[config.mk]
export PLATFORM = sky130hd
export DESIGN_NAME = shift_dut
export DESIGN_NICKNAME = d
export VERILOG_FILES = /design/src/rtl/shift_dut.sv
export SDC_FILE = /design/constraint.sdc
export NUM_CORES = 1
export LEC_CHECK = 0
export ABC_AREA = 1
export CAP_MARGIN = 30
export CORE_MARGIN = 4
export CORE_UTILIZATION = 29
export DETAILED_ROUTE_END_ITERATION = 10
export PLACE_DENSITY = 0.91
export SETUP_SLACK_MARGIN = 0.2
export SYNTH_ARGS = -nofsm -noshare
export SYNTH_HDL_FRONTEND = slang
export SYNTH_SLANG_ARGS = --single-unit
[constraint.sdc]
create_clock -name clk -period 1.2 [get_ports clk]
set_input_delay 0.24 -clock clk [delete_from_list [all_inputs] [get_ports clk]]
set_output_delay 0.24 -clock clk [all_outputs]
set_load 0.05 [all_outputs]
[src/rtl/shift_dut.sv]
// shift_dut: registered fixed-amount shift/rotate unit with five parallel results
module shift_dut #(
   parameter int WIDTH = 8,
   parameter int SHAMT = 1
) (
   input  logic             clk,
   input  logic             rst,
   input  logic [WIDTH-1:0] in_vector,
   output logic [WIDTH-1:0] out_lsh,
   output logic [WIDTH-1:0] out_rsh,
   output logic [WIDTH-1:0] out_ash,
   output logic [WIDTH-1:0] out_rotl,
   output logic [WIDTH-1:0] out_rotr
);
   if (WIDTH < 2) begin : g_bad_width
      $error("shift_dut: WIDTH must be 2 or more");
   end
   if (SHAMT < 0 || SHAMT > WIDTH - 1) begin : g_bad_shamt
      $error("shift_dut: SHAMT must be in 0..WIDTH-1");
   end
   logic [WIDTH-1:0] lsh_d, rsh_d, ash_d, rotl_d, rotr_d;
   logic [WIDTH-1:0] lsh_q, rsh_q, ash_q, rotl_q, rotr_q;
   // Rotates by zero have no wrapped part, so they get their own branch to keep slices in range
   if (SHAMT == 0) begin : g_rot0
      assign rotl_d = in_vector;
      assign rotr_d = in_vector;
   end else begin : g_rot
      assign rotl_d = {in_vector[WIDTH-1-SHAMT:0], in_vector[WIDTH-1:WIDTH-SHAMT]};
      assign rotr_d = {in_vector[SHAMT-1:0], in_vector[WIDTH-1:SHAMT]};
   end
   // Shifts; the explicit cast makes the arithmetic shift sign-extend regardless of port type
   always_comb begin
      lsh_d = in_vector << SHAMT;
      rsh_d = in_vector >> SHAMT;
      ash_d = $unsigned($signed(in_vector) >>> SHAMT);
   end
   // Result registers, cleared by reset with priority over the operand
   always_ff @(posedge clk) begin
      if (rst) begin
         lsh_q  <= '0;
         rsh_q  <= '0;
         ash_q  <= '0;
         rotl_q <= '0;
         rotr_q <= '0;
      end else begin
         lsh_q  <= lsh_d;
         rsh_q  <= rsh_d;
         ash_q  <= ash_d;
         rotl_q <= rotl_d;
         rotr_q <= rotr_d;
      end
   end
   assign out_lsh  = lsh_q;
   assign out_rsh  = rsh_q;
   assign out_ash  = ash_q;
   assign out_rotl = rotl_q;
   assign out_rotr = rotr_q;
endmodule

==> flow_metrics.py, run 1 <==
metrics = {
    "outcome": {
        "outcome": "finished, final reports clean",
    },
    "floorplan": {
        "rows": 14,
        "start_util_pct": 31.2,
        "core_area_um2": 1520,
        "dieArea_um2": 2350,
        "die_y_um": 48.5,
        "die_w_um": 48.5,
        "top_level_ports": 50,
    },
    "timing": {
        "fmax_mhz": 909,
        "hold_violations": 0,
        "period_minus_slack_ns": 1.10,
        "fin_ws_ns": 0.100,
        "drv_slew": 0,
        "timing.final.crit_share_pct": 91.6,
        "finalSetupViolCount": 0,
        "rsz0062_at_grt": "true",
        "fin_tns_setup_ns": 0,
    },
    "synth": {
        "ys_seq_area_share_pct": 33.7,
        "ys_warn_count": 0,
        "avgSynthCellArea_um2": 8.20,
        "synth_top_family_by_area": "buffers and inverters",
        "yosys.area.top_type_share_pct": 50.5,
        "synthMuxAreaShare_pct": 0,
        "synth_seq_cells": 8,
        "synthXorXnorAreaFrac_pct": 0,
        "synth_compound_area_share_pct": 0,
        "synthTopCellsByArea": "buf_4 51%, dfxtp_1 34%, inv_1 6.3%, nor2_1 6.3%, buf_6 2.4%",
        "synth_fa_ha_area_share_pct": 0,
        "syn_inst": 58,
        "yosys.area.top_type": "buf_4",
        "synth_cell_types": 6,
        "synthSimpleGateAreaFrac_pct": 6.32,
        "netlist_area_um2": 475,
    },
    "grt": {
        "grt_pass1_vias": 346,
        "grt_start_max_net_pins": 9,
        "grt.total_usage_pct": 11.8,
        "antenna_found_initial": 0,
        "grt_first_pass_wirelength_um": 1950,
        "grt_overflow": 0,
    },
    "routing": {
        "vias": 361,
        "drcViolationCount": 0,
        "via_per_inst": 3.92,
        "wl_per_cell_um": 13.6,
        "ant_nets": 0,
        "drt_pass1_iterations": 3,
        "drt_iter0_markers": 1,
        "route.final.wire_length_um": 1250,
    },
    "finish": {
        "multiInputGateArea_um2": 37.5,
        "fillCellCount": 97,
        "syn2layout_area_growth_pct": 142,
        "final_common_cell": "buf_12",
        "postLayoutCoreUtil_pct": 75.5,
        "final_nets": 88,
        "seq_area_um2": 190,
        "drive_gt1_share_pct": 64.5,
        "most-common-layout-cells": "38 x buf_12, 9 x clkdlybuf4s50_1, 8 x inv_1, 8 x nor2_1, 8 x dfxtp_4",
        "num_antenna_cells": 0,
    },
    "clock_tree": {
        "clkTransAtPathRegs_ns": 0.06,
        "h-tree-depth": 1,
        "cts_buffers": 3,
        "clkSinkCount": 8,
        "cts_hold_buffers": 0,
        "cts_buffer_depth": 2,
        "cts_root_buf": "clkbuf_4",
        "cts_tree": "built",
    },
    "setup_path": {
        "path_buf_inv": 1,
        "crit_path_start": "out_lsh[4]$_SDFF_PP0_",
        "critPathTopFamily": "flip-flops",
        "crit_arrival_ns": 0.86,
        "slowest_delay_ns": 0.43,
        "end_kind": "primary output",
        "critPathSlowestCell": "dfxtp_4",
        "worst-setup-path-type": "reg -> out",
        "cp_cell_sequence": "buf_12",
        "cp-start-kind": "flip-flop",
        "required_ns": 0.96,
        "crit_fanout": 5,
    },
    "placement": {
        "gp_congestion": 0.547,
        "portBuffers": 47,
        "post-place-ws_ns": 0.119,
        "dpl.hpwl_um": 1080,
    },
    "hold_path": {
        "hp-class": "in -> reg",
        "worstHoldStart": "in_vector[6]",
    },
    "power": {
        "p_per_area_nw_per_um2": 964,
        "ir_drop_mv": 0.559,
        "leakage_nw": 0.518,
        "power_mw": 1.11,
    },
    "run": {
        "maxCapViolations": 0,
    },
}
-- final cells by class --
| type | instances | area share, % |
|---|---|---|
| inverter | 8 | 2.61 |
| multi-input combinational | 10 | 3.26 |
| sequential | 8 | 16.5 |
| tap | 16 | 1.74 |
| timing repair buffer | 47 | 73.9 |
| clock buffer | 3 | 1.96 |
-- synth_stat cells --
| library cell | instances |
|---|---|
| buf_4 | 32 |
| dfxtp_1 | 8 |
| nor2_1 | 8 |
| buf_6 | 1 |
| conb_1 | 1 |
| inv_1 | 8 |
-- logic make-up after synthesis --
kind of cell	count (synthesis)
buffers and inverters	41
DFF	8
other	1
and+or+nand+nor	8
-- tightest hold or removal path, cell delays in order --
cell	delay (ns)
clkdlybuf4s50_1	0.39
inv_1	0.05
nor2_1	0.03
-- metal layers --
layer / vias up / global-route usage, % / wire length [µm]
li1: 166 / - / -
met5: - / 0 / 0
met3: 5 / 6.44 / 156
met4: 0 / 9.42 / 42
met1: 162 / 6.97 / 282
met2: 28 / 23.3 / 772
-- final timing paths --
check / end / slack, ns / cells after the start
setup / recovery: out_rotr[2] / 0.10 / 1
hold / removal: out_ash[5]$_SDFF_PP0_ / 0.48 / 3
-- report_power, final --
group | leakage [nW] | internal [mW] | switching (mW)
Combinational | 0.433 | 0.276 | 0.293
Sequential | 0.0713 | 0.274 | 0.0535
Clock | 0.0138 | 0.115 | 0.0982
-- sequential cells by signal (all words and copies together) (netlist names) --
name	cells
out_ash	1
out_lsh	6
out_rotl	1
-- through the flow --
| step | instance area, µm² | hold slack (ns) | cells |
|---|---|---|---|
| 6_report | 1150 | 0.479 | 92 |
| 5_1_grt | 1150 | 0.475 | 92 |
| 4_1_cts | 1150 | 0.462 | 92 |
| 3_5_place_dp | 1110 | 0.749 | 89 |
| 3_3_place_gp | 1110 | 0.741 | 89 |
| 2_1_floorplan | 489 | 0.340 | 59 |
-- timing repair --
item | in CTS | in global routing
setup endpoints to repair | 38 | 38
resized for setup | 8 | 0
setup buffers | 0 | 0
(Power assumes the default switching activity.)
==> run 2, diff against run 1 <==
- clock period: 1.2 -> 1.4 ns (I/O delays scaled with it)
==> run 2 against run 1 <==
Against the previous run: count of clock-buffer cells in the layout unchanged; sequential power shrank 14%; routed wire length shrank 10%; first-iteration DRC count grew to 4.0 times the previous value; critical endpoint is now out_rotl[6]; largest cell class unchanged; largest power group unchanged.
==> flow_metrics.py, run 2 (synthesized netlist as in run 1, its figures left out) <==
metrics = {
    "power": {
        "leakage_nw": 0.518,
        "p_per_area_nw_per_um2": 823,
        "ir_drop_mv": 0.553,
        "power_uw": 945,
    },
    "grt": {
        "grt.total_usage_pct": 10.9,
        "grt_overflow": 0,
        "use_met3_pct": 9.51,
        "antenna_found_initial": 0,
        "grt_first_pass_wirelength_um": 1870,
        "gr-usage-met2_pct": 18.9,
        "grt_pass1_vias": 343,
        "use_met1_pct": 7.56,
        "grt_start_max_net_pins": 9,
        "busiest_layer": "met2",
    },
    "finish": {
        "seq_area_um2": 188,
        "largest_reg_flops": 6,
        "syn2layout_area_growth_pct": 142,
        "final_nets": 88,
        "most-common-layout-cells": "38 x buf_12, 9 x clkdlybuf4s50_1, 8 x inv_1, 8 x nor2_1, 7 x dfxtp_4",
        "fillCellCount": 105,
        "instances_no_fill": 92,
        "final_common_cell": "buf_12",
        "num_antenna_cells": 0,
        "drive_gt1_share_pct": 64.5,
        "multiInputGateArea_um2": 37.5,
    },
    "timing": {
        "finalSetupViolCount": 0,
        "timing.final.crit_share_pct": 80.4,
        "hold_ws_ns": 0.534,
        "drv_slew": 0,
        "fin_tns_setup_ns": 0,
        "rsz0062_at_grt": "false",
        "fmax_mhz": 889,
        "hold_violations": 0,
        "period_minus_slack_ns": 1.13,
    },
    "placement": {
        "gp_congestion": 0.587,
        "portBuffers": 47,
        "dpl.hpwl_um": 1010,
        "place_inst": 89,
    },
    "routing": {
        "drt_iter0_markers": 4,
        "via_per_inst": 3.83,
        "route.final.wire_length_um": 1130,
        "wl_per_cell_um": 12.3,
        "vias": 352,
        "drcViolationCount": 0,
        "drt_pass1_iterations": 2,
        "ant_nets": 0,
    },
    "floorplan": {
        "dieArea_um2": 2350,
        "die_y_um": 48.5,
        "rows": 14,
        "start_util_pct": 31.2,
        "core_area_um2": 1520,
        "top_level_ports": 50,
        "die_w_um": 48.5,
    },
    "setup_path": {
        "cp_cell_sequence": "buf_12",
        "critPathTopFamily": "flip-flops",
        "worst-setup-path-type": "reg -> out",
        "cp-start-kind": "flip-flop",
        "critPathSlowestCell": "dfxtp_4",
        "path_buf_inv": 1,
        "crit_fanout": 5,
        "slowest_delay_ns": 0.43,
        "end_kind": "primary output",
        "critical_path_cell_count": 1,
        "crit_end": "out_rotl[6]",
        "required_ns": 1.12,
        "crit_arrival_ns": 0.85,
        "crit_path_start": "out_lsh[6]$_SDFF_PP0_",
    },
    "outcome": {
        "outcome": "finished, final reports clean",
    },
    "clock_tree": {
        "cts_buffer_depth": 2,
        "clkTransAtPathRegs_ns": 0.05,
        "cts_tree": "built",
        "cts_buffers": 3,
        "cts_root_buf": "clkbuf_4",
        "cts_hold_buffers": 0,
        "h-tree-depth": 1,
        "cts_setup_buffers": 0,
        "clkSinkCount": 8,
    },
    "hold_path": {
        "hp-class": "in -> reg",
    },
    "run": {
        "maxCapViolations": 0,
    },
}
==> run 2: timing repair <==
action / in CTS / in global routing
hold endpoints to repair: 0 / 0
endpoints found under the setup margin: 38 / 0
gates resized for setup: 8 / 0
==> run 2: how the worst min path moves through the flow <==
| stage | startpoint | endpoint | slack, ns | cells after the start |
|---|---|---|---|---|
| 2_1_floorplan | in_vector[6] | out_ash[5]$_SDFF_PP0_ | 0.38 | 2 |
| 6_report | in_vector[2] | out_lsh[3]$_SDFF_PP0_ | 0.53 | 3 |
| 5_1_grt | in_vector[2] | out_lsh[3]$_SDFF_PP0_ | 0.51 | 3 |
| 4_1_cts | in_vector[2] | out_lsh[3]$_SDFF_PP0_ | 0.52 | 3 |
| 3_5_place_dp | in_vector[2] | out_lsh[3]$_SDFF_PP0_ | 0.80 | 3 |
| 3_3_place_gp | in_vector[4] | out_lsh[5]$_SDFF_PP0_ | 0.80 | 3 |
==> run 2: routing by layer <==
layer  vias to the layer above  share of wire, %
met5                         -                 0
met4                         0               2.2
met3                         5                15
met2                        27                60
met1                       153                23
li1                        167                 -
==> run 2: layout make-up <==
class / instances / share of cell area (%)
timing repair buffer: 47 / 74.1
sequential: 8 / 16.3
multi-input combinational: 10 / 3.27
inverter: 8 / 2.61
clock buffer: 3 / 1.96
tap: 16 / 1.74
==> run 2: per-stage QoR <==
stage,util (%),instance area [µm²],setup slack (ns)
floorplan,-,488,0.206
finish,75.4,1150,0.275
global route,75.4,1150,0.229
CTS,75.4,1150,0.257
detailed placement,72.7,1110,0.263
global placement,72.7,1110,0.315
==> run 2: power by group <==
group / internal (mW) / switching, mW
logic: 0.236 / 0.250
registers: 0.236 / 0.0457
clock network: 0.0981 / 0.0791
